<file path="src/rtl/multicycle_ctrl.sv">
// -----------------------------------------------------------------------------
// multicycle_ctrl
//   Control FSM for a multi-cycle MIPS datapath built around a shared ALU and
//   one unified instruction/data memory. Steps each instruction through
//   FETCH -> DECODE -> EXEC -> MEMACC -> WB (skipping states it does not need).
//   Every state that touches memory waits on mem_ready. A stall watchdog
//   abandons a wait that runs too long and refetches the same instruction.
//
// Parameters
//   STALL_LIMIT : maximum consecutive mem_ready=0 cycles before abort
//                 (0 disables the watchdog)
//   CNT_W       : stall counter width, STALL_LIMIT < 2**CNT_W
//
// Ports
//   clk, rst            : clock, synchronous active-high reset
//   Op, Funct           : IR[31:26], IR[5:0] from the external IR
//   Zero                : ALU zero flag
//   mem_ready           : memory completes the current request this cycle
//   PCWrite, IRWrite    : PC / IR load enables
//   RegWrite            : register-file write
//   MemRead, MemWrite   : memory requests
//   IorD                : memory address select (0 = PC, 1 = ALUOut)
//   ALUSrcA, ALUSrcB    : ALU operand selects
//   EXTOp               : 1 = sign extend, 0 = zero extend
//   ALUOp, NPCOp        : ALU operation, next-PC source
//   GPRSel, WDSel       : write register select, write data select
//   retire              : pulse on the final cycle of each instruction
//   illegal             : pulse in DECODE for an unsupported instruction
//   mem_err             : pulse on watchdog abort
//   state               : current FSM state
// -----------------------------------------------------------------------------
module multicycle_ctrl #(
    parameter int STALL_LIMIT = 255,
    parameter int CNT_W       = 8
) (
    input  logic       clk,
    input  logic       rst,
    input  logic [5:0] Op,
    input  logic [5:0] Funct,
    input  logic       Zero,
    input  logic       mem_ready,
    output logic       PCWrite,
    output logic       IRWrite,
    output logic       RegWrite,
    output logic       MemRead,
    output logic       MemWrite,
    output logic       IorD,
    output logic       ALUSrcA,
    output logic [1:0] ALUSrcB,
    output logic       EXTOp,
    output logic [3:0] ALUOp,
    output logic [1:0] NPCOp,
    output logic [1:0] GPRSel,
    output logic [1:0] WDSel,
    output logic       retire,
    output logic       illegal,
    output logic       mem_err,
    output logic [2:0] state
);

    typedef enum logic [2:0] {
        S_FETCH  = 3'd0,
        S_DECODE = 3'd1,
        S_EXEC   = 3'd2,
        S_MEMACC = 3'd3,
        S_WB     = 3'd4
    } state_t;

    localparam logic [3:0] ALU_NOP = 4'b0000;
    localparam logic [3:0] ALU_ADD = 4'b0001;
    localparam logic [3:0] ALU_SUB = 4'b0010;
    localparam logic [3:0] ALU_AND = 4'b0011;
    localparam logic [3:0] ALU_OR  = 4'b0100;
    localparam logic [3:0] ALU_SLT = 4'b0101;

    localparam logic [CNT_W-1:0] LIMIT = CNT_W'(STALL_LIMIT);

    state_t           cur_state;
    state_t           nxt_state;
    logic [CNT_W-1:0] stall_cnt;

    // Instruction decode (the IR is stable from DECODE onward)
    logic is_rtype, r_add, r_sub, r_and, r_or, r_slt, r_ok;
    logic is_addi, is_ori, is_lw, is_sw, is_beq, is_bne, is_j, is_jal, legal;

    assign is_rtype = (Op == 6'b000000);
    assign r_add    = (Funct == 6'b100000);
    assign r_sub    = (Funct == 6'b100010);
    assign r_and    = (Funct == 6'b100100);
    assign r_or     = (Funct == 6'b100101);
    assign r_slt    = (Funct == 6'b101010);
    assign r_ok     = r_add | r_sub | r_and | r_or | r_slt;
    assign is_addi  = (Op == 6'b001000);
    assign is_ori   = (Op == 6'b001101);
    assign is_lw    = (Op == 6'b100011);
    assign is_sw    = (Op == 6'b101011);
    assign is_beq   = (Op == 6'b000100);
    assign is_bne   = (Op == 6'b000101);
    assign is_j     = (Op == 6'b000010);
    assign is_jal   = (Op == 6'b000011);
    assign legal    = (is_rtype & r_ok) | is_addi | is_ori | is_lw | is_sw |
                      is_beq | is_bne | is_j | is_jal;

    // Abort only while actually waiting; a mem_ready in the limit cycle wins.
    logic wd_hit;
    assign wd_hit = (STALL_LIMIT != 0) && (stall_cnt == LIMIT) && !mem_ready &&
                    ((cur_state == S_FETCH) || (cur_state == S_MEMACC));

    assign state = cur_state;

    always_ff @(posedge clk) begin
        if (rst) begin
            cur_state <= S_FETCH;
            stall_cnt <= '0;
        end else begin
            cur_state <= nxt_state;
            if (mem_ready || wd_hit || (nxt_state != cur_state))
                stall_cnt <= '0;
            else if ((cur_state == S_FETCH) || (cur_state == S_MEMACC))
                stall_cnt <= stall_cnt + CNT_W'(1);
        end
    end

    always_comb begin
        nxt_state = cur_state;
        PCWrite   = 1'b0;
        IRWrite   = 1'b0;
        RegWrite  = 1'b0;
        MemRead   = 1'b0;
        MemWrite  = 1'b0;
        IorD      = 1'b0;
        ALUSrcA   = 1'b0;
        ALUSrcB   = 2'b00;
        EXTOp     = 1'b0;
        ALUOp     = ALU_NOP;
        NPCOp     = 2'b00;
        GPRSel    = 2'b00;
        WDSel     = 2'b00;
        retire    = 1'b0;
        illegal   = 1'b0;
        mem_err   = 1'b0;

        case (cur_state)
            S_FETCH: begin
                if (wd_hit) begin
                    // PC untouched, so the same instruction is refetched
                    mem_err   = 1'b1;
                    nxt_state = S_FETCH;
                end else begin
                    MemRead = 1'b1;
                    ALUSrcB = 2'b01;
                    ALUOp   = ALU_ADD;
                    if (mem_ready) begin
                        IRWrite   = 1'b1;
                        PCWrite   = 1'b1;
                        nxt_state = S_DECODE;
                    end
                end
            end
            S_DECODE: begin
                // Branch target computed speculatively into ALUOut
                ALUSrcB = 2'b11;
                EXTOp   = 1'b1;
                ALUOp   = ALU_ADD;
                if (is_j || is_jal) begin
                    PCWrite   = 1'b1;
                    NPCOp     = 2'b10;
                    retire    = 1'b1;
                    nxt_state = S_FETCH;
                    if (is_jal) begin
                        // PC still holds PC+4 on this edge, so link from PC
                        RegWrite = 1'b1;
                        GPRSel   = 2'b10;
                        WDSel    = 2'b10;
                    end
                end else if (!legal) begin
                    illegal   = 1'b1;
                    nxt_state = S_FETCH;
                end else begin
                    nxt_state = S_EXEC;
                end
            end
            S_EXEC: begin
                ALUSrcA = 1'b1;
                if (is_rtype) begin
                    ALUSrcB   = 2'b00;
                    ALUOp     = r_add ? ALU_ADD :
                                r_sub ? ALU_SUB :
                                r_and ? ALU_AND :
                                r_or  ? ALU_OR  :
                                r_slt ? ALU_SLT : ALU_NOP;
                    nxt_state = S_WB;
                end else if (is_addi || is_lw || is_sw) begin
                    ALUSrcB   = 2'b10;
                    EXTOp     = 1'b1;
                    ALUOp     = ALU_ADD;
                    nxt_state = is_addi ? S_WB : S_MEMACC;
                end else if (is_ori) begin
                    ALUSrcB   = 2'b10;
                    ALUOp     = ALU_OR;
                    nxt_state = S_WB;
                end else begin
                    // beq / bne
                    ALUSrcB   = 2'b00;
                    ALUOp     = ALU_SUB;
                    NPCOp     = 2'b01;
                    PCWrite   = (is_beq & Zero) | (is_bne & ~Zero);
                    retire    = 1'b1;
                    nxt_state = S_FETCH;
                end
            end
            S_MEMACC: begin
                if (wd_hit) begin
                    mem_err   = 1'b1;
                    nxt_state = S_FETCH;
                end else begin
                    IorD     = 1'b1;
                    MemRead  = is_lw;
                    MemWrite = is_sw;
                    if (mem_ready) begin
                        retire    = is_sw;
                        nxt_state = is_lw ? S_WB : S_FETCH;
                    end
                end
            end
            S_WB: begin
                RegWrite  = 1'b1;
                retire    = 1'b1;
                GPRSel    = is_rtype ? 2'b00 : 2'b01;
                WDSel     = is_lw ? 2'b01 : 2'b00;
                nxt_state = S_FETCH;
            end
            default: nxt_state = S_FETCH;
        endcase

        // Reset aborts the instruction with no side effects
        if (rst) begin
            PCWrite  = 1'b0;
            IRWrite  = 1'b0;
            RegWrite = 1'b0;
            MemRead  = 1'b0;
            MemWrite = 1'b0;
            IorD     = 1'b0;
            ALUSrcA  = 1'b0;
            ALUSrcB  = 2'b00;
            EXTOp    = 1'b0;
            ALUOp    = ALU_NOP;
            NPCOp    = 2'b00;
            GPRSel   = 2'b00;
            WDSel    = 2'b00;
            retire   = 1'b0;
            illegal  = 1'b0;
            mem_err  = 1'b0;
        end
    end

endmodule

</file>
<file path="config.mk">
export PLATFORM = sky130hd
export DESIGN_NAME = multicycle_ctrl
export DESIGN_NICKNAME = d
export VERILOG_FILES = /design/src/rtl/multicycle_ctrl.sv
export SDC_FILE = /design/constraint.sdc
export NUM_CORES = 1
export LEC_CHECK = 0
export ABC_AREA = 1
export CORE_ASPECT_RATIO = 1.4
export CORE_MARGIN = 4
export CORE_UTILIZATION = 43
export DETAILED_ROUTE_END_ITERATION = 8
export PLACE_DENSITY = 0.9
export SYNTH_ARGS = -nofsm -noshare
export SYNTH_HDL_FRONTEND = slang
export SYNTH_SLANG_ARGS = --single-unit
</file>
<file path="constraint.sdc">
create_clock -name clk -period 2.36 [get_ports clk]
set_input_delay 0.472 -clock clk [delete_from_list [all_inputs] [get_ports clk]]
set_output_delay 0.472 -clock clk [all_outputs]
set_load 0.05 [all_outputs]
</file>
# After elaboration in Yosys (flattened, before gate mapping)
# Index checks and enable logic that the tools add are counted.
# word_totals
wordCells,138
mem_bits_rw,0
memories,0
reg_bits,11
latch_bits,0
in_bits,16
out_inout_bits,26
romBits,0
# op_classes
magnitude_cmp,0
n_mul,0
div,0
mux,86
n_addsub,1
n_shift,0
bitwise,17
reduce_logical,13
n_eq_ne,19
# ops
operator,n
3-bit two-way mux,17
1-bit two-way mux,45
6-bit equality test (second input constant),7
2-bit two-way mux,12
1-bit bitwise OR,13
6-bit by 2-bit equality test with 1-bit output (second input constant),2
6-bit by 3-bit equality test with 1-bit output (second input constant),2
6-bit by 4-bit equality test with 1-bit output (second input constant),2
2-bit case mux with 2 select lines,3
3-bit case mux with 4 select lines,1
3-bit case mux with 3 select lines,1
8-bit by 1-bit adder with 8-bit output (second input constant),1
8-bit equality test (second input constant),1
3-bit by 2-bit equality test with 1-bit output (second input constant),2
6-bit zero test,1
1-bit logical OR,6
1-bit case mux with 2 select lines,3
2-bit case mux with 3 select lines,1
4-bit two-way mux,1
1-bit case mux with 4 select lines,1
2-bit OR reduction,2
1-bit bitwise AND,3
3-bit by 1-bit equality test with 1-bit output (second input constant),1
3-bit equality test (second input constant),1
6 further kinds,7

# Logic depth before layout (Yosys ltp)
# logic_depth
ltp_word,20
ltp_mapped,10
mapped_depth_nobuf,10

# Worst setup path after synthesis
# Ideal clock, no wire load.
# synth_timing
path_type,flip-flop to output port
from,"register cur_state[1], in the netlist state[1]"
to,output port ALUOp[1]
stages_incl_launch_ff,5
t_arrival_ns,3.079
path_buffers,0
required_ns,1.888
setup_slack_ns,-1.191
cell_sequence,dfxtp_1 nand3_1 nor2_1 inv_1 a311oi_1
# synth_via
elab_chain_cells,3
elab_cells_between_ends,5
cone_classes,eq/ne: 2; mux: 2; reduce/logical: 1
# synth_lines
item,line_no,text
from (decl),78,state_t cur_state;
from (signal assigned),116,cur_state <= nxt_state;
3-bit by 2-bit equality test with 1-bit output (tied with other cells),143,case (cur_state)
3-bit case mux with 3 select lines *,143,
4-bit two-way mux *,237,if (rst) begin
to (decl),51,"output logic [3:0] ALUOp,"
# Mark *: on every way between the ends. The rest lies on a longest branch, timed or not.

# Final worst setup path
# layout_timing
from,input port Op[2]
to,output port PCWrite
# layout_via
elab_chain_cells,8
elab_cells_between_ends,21
cone_classes,eq/ne: 8; mux: 6; bitwise: 3; reduce/logical: 4
# layout_lines
item,line_no,text
from (decl),38,"input logic [5:0] Op,"
"6-bit by 3-bit equality test with 1-bit output, on equally long branches","97, 98",
1-bit bitwise AND,207,PCWrite = (is_beq & Zero) | (is_bne & ~Zero);
1-bit bitwise OR,207,
1-bit two-way mux,198,end else if (is_ori) begin
1-bit two-way mux,193,end else if (is_addi || is_lw || is_sw) begin
1-bit two-way mux,185,if (is_rtype) begin
1-bit case mux with 3 select lines *,143,
1-bit two-way mux *,237,
to (decl),42,"output logic PCWrite,"
# Marked as above.

==> results.sh <==
export IMPL_synthTopCellsByArea="dfxtp_1, nand2_1, inv_1"
export IMPL_post_route_cell_area_sq_um=2140
export IMPL_fin_crit_sh_pct=102.3
export IMPL_power_total_mw=0.5386
export IMPL_antenna_found_initial=0
export IMPL_grt_pass1_wl_um=6858
export IMPL_netlist_area_sq_um=1142
export IMPL_cts_sinks=11
export IMPL_combinationalPowerShare_pct=41.4
export IMPL_dpl_instance_area_sq_um=2024
export IMPL_synth_edf_count=0
export IMPL_synthMuxAreaShare_pct=0.8762
export IMPL_io_buffers=40
export IMPL_ys_ff_latch=11
export IMPL_ys_warn_count=0
export IMPL_rsz0062_at_grt="yes"
export IMPL_regToRegEndpoint="stall_cnt[2]$_SDFFE_PP0N_"
export IMPL_synth_top_cell_area_share_pct=19.28
export IMPL_viasPerCell=5.423
export IMPL_hold_path_class="flip-flop to flip-flop"
export IMPL_max_cap_viol_count=0
export IMPL_sequentialPowerShare_pct=35.5
export IMPL_status="finished with violations"
export IMPL_crit_arrival_ns=1.94
export IMPL_cts_tree="done"
export IMPL_cp_num_buf_inv=4
export IMPL_start_util_pct=46.25
export IMPL_drc_errors=0
export IMPL_core_area_sq_um=2470
export IMPL_switchingPower_mw=0.1908
export IMPL_avgSynthCellArea_sq_um=5.828
export IMPL_fin_crit_ns=2.413
export IMPL_num_rows=21
export IMPL_synthAdderAreaFrac_pct=1.095
export IMPL_layout_drive_gt1_share_pct=38.35
export IMPL_setup_ws_ns=-0.05333
export IMPL_crit_type="input port to output pin"
export IMPL_clkTransAtPathRegs_ns=0.06
export IMPL_cts_buffer_depth=2
export IMPL_async_flop_share_pct=0
export IMPL_die_area_sq_um=3557
export IMPL_antenna_cells=0
export IMPL_grt_use_total_pct=25.51
export IMPL_drt_antenna_violating_nets=0
export IMPL_swShare_pct=35.43
export IMPL_die_h_um=68.99
export IMPL_cp_data_required_time_ns=1.89
export IMPL_dieWidth_um=51.56
export IMPL_grt_start_max_net_pins=9
export IMPL_synthFlopType="dfxtp_1"
export IMPL_slew_limit_headroom_pct=66.31
export IMPL_p_clk_share_pct=23.2
export IMPL_dp_hpwl_um=3399
export IMPL_cp_top_family="buffers and inverters"
export IMPL_wire_per_inst_um=15.04
export IMPL_worstPathCellList="clkdlybuf4s15_1, inv_1, nor2_2, nand3_1, o21ai_0, nand2_1, nand3_1, nand2_1, inv_1, buf_12"
export IMPL_yosys_area_share_simple_pct=50.82
export IMPL_ys_seq_area_share_pct=19.28
export IMPL_synthXorXnorAreaFrac_pct=4.600
export IMPL_intPower_mw=0.3477
export IMPL_fillers=122
export IMPL_worstHoldPathCells=2
export IMPL_nNetsFinal=284
export IMPL_hold_path_end="stall_cnt[1]$_SDFFE_PP0N_"
export IMPL_worstPathMaxFanout=5
export IMPL_grt_pass1_vias=1683
export IMPL_final_hold_viol_count=0
export IMPL_worst_path_max_delay_cell="clkdlybuf4s15_1"
export IMPL_hp_start="stall_cnt[1]$_SDFFE_PP0N_"
export IMPL_reg2reg_depth=8
export IMPL_vias=1627
export IMPL_first_pass_iters=4
export IMPL_setup_viol=1
export IMPL_place_congestion=0.9015
export IMPL_htree_levels=1
export IMPL_power_leakage_nw=1.003
export IMPL_grt_ovfl_total=0
export IMPL_syn2layout_area_growth_pct=87.29
export IMPL_insertion_delay_ns=0.27
export IMPL_drtIter0Drc=62
export IMPL_clock_skew_ns=0.002465
export IMPL_synth_most_common_cell="nand2_1"
export IMPL_failed_checks="setup timing"
export IMPL_crit_path_max_incr_delay_ns=0.30
export IMPL_drv_slew=0
export IMPL_worst_setup_path_start_kind="input port"
export IMPL_synth_fp_nets=213
export IMPL_ir_worst_vdd_mv=0.2555
export IMPL_cp_end_kind="output pin"
export IMPL_cts_root_buf="clkbuf_4"
export IMPL_fmax_mhz=414.4
export IMPL_cts_buffers_inserted=3
export IMPL_finalHoldWorstSlack_ns=0.5722
export IMPL_place_ws_ns=-0.2407
export IMPL_p_per_area_nw_per_um2=251.7
export IMPL_synth_compound_area_share_pct=9.858
export IMPL_worstMarginPinSlew_ns=0.5037
export IMPL_synth_distinct_cells=30
export IMPL_r2r_start="stall_cnt[1]$_SDFFE_PP0N_"
export IMPL_io_pins=42
export IMPL_synth_top_family_by_area="simple AND/OR/NAND/NOR gates"
export IMPL_synth_top_area_cell="dfxtp_1"
export IMPL_ys_top_cells_by_count="nand2_1, inv_1, nor2_1"
export IMPL_finalWirelength_um=4511
export IMPL_synthCells=196
export IMPL_ctsHoldBuffers=0
export IMPL_reg2reg_setup_slack_ns=0.74
state kept, by name, summed over array words and instances (netlist names):
register / count
stall_cnt: 8
state: 3
worst max-delay path by stage:
stage,start,to,slack [ns],cells after the start
after floorplan,Op[5],ALUOp[0],-0.05,7
after global placement,Op[4],retire,-0.15,12
after detailed placement,Op[4],retire,-0.24,12
after CTS,Funct[0],ALUOp[1],0.009,6
after global routing,Op[2],PCWrite,-0.16,10
final,Op[2],PCWrite,-0.05,10
power by group through the flow:
stage | logic [mW] | clock network, mW | registers (mW)
after floorplan | 0.0977 | 0 | 0.199
after global placement | 0.206 | 0 | 0.195
after detailed placement | 0.212 | 0 | 0.195
after CTS | 0.216 | 0.129 | 0.191
after global routing | 0.236 | 0.138 | 0.191
final | 0.223 | 0.125 | 0.191
final cells by class:
class	instances	area, sq um	area share, %
multi-input combinational	147	880.8	41.17
sequential	11	226.5	10.58
clock buffer	4	26.28	1.228
timing repair buffer	69	828.3	38.71
inverter	35	135.1	6.316
tap	34	42.54	1.988
cell usage in the layout (no fill, tap or decap), types with 5 or more instances in the layout:
master / instances
nand2_1: 37
buf_4: 30
inv_1: 28
buf_12: 20
nand3_1: 19
nor2_1: 17
nor2_2: 11
nor3_1: 9
dfxtp_1: 8
dlymetal6s2s_1: 7
inv_2: 6
nand2_2: 5
nor3_2: 5
clkdlybuf4s50_1: 5
through the flow:
stage	setup TNS (ns)	cells	util [%]
finish	-0.05333	300	86.63
global placement	-1.144	294	81.97
detailed placement	-1.889	294	81.97
global route	-0.2236	300	86.63
CTS	0	299	84.95
floorplan	-0.04913	196	-
worst reg2reg max path, stage by stage, from the launching register on:
cell     delay (ns)
dfxtp_1        0.36
ha_1           0.19
nand2_1        0.10
nor2_2         0.21
nand3_4        0.11
nand3_2        0.09
nand2_1        0.10
o21ai_4        0.26
nor3_1         0.08
cells by family after synthesis:
kind of cell,Yosys count
simple gates,120
fa+ha+maj,1
buf+inv,38
mux,1
other cells,1
flops,11
compound gates,18
xor+xnor,6
per-layer routing:
metal  up-vias  track usage, %  part of all wire (%)
met1       754           22.89                    33
met4         0           18.69                   5.9
li1        769               -                     -
met5         -               0                     0
met2        76           51.91                    56
met3        28           1.935                   4.9
repair_timing:
action / CTS / global route
pin swaps: 2 / 6
resized for setup: 23 / 21
buffers inserted: 1 / 1
setup endpoints to repair: 16 / 10
endpoints found under the hold margin: 0 / 0
Note: power is estimated with default switching activity, not from simulation.
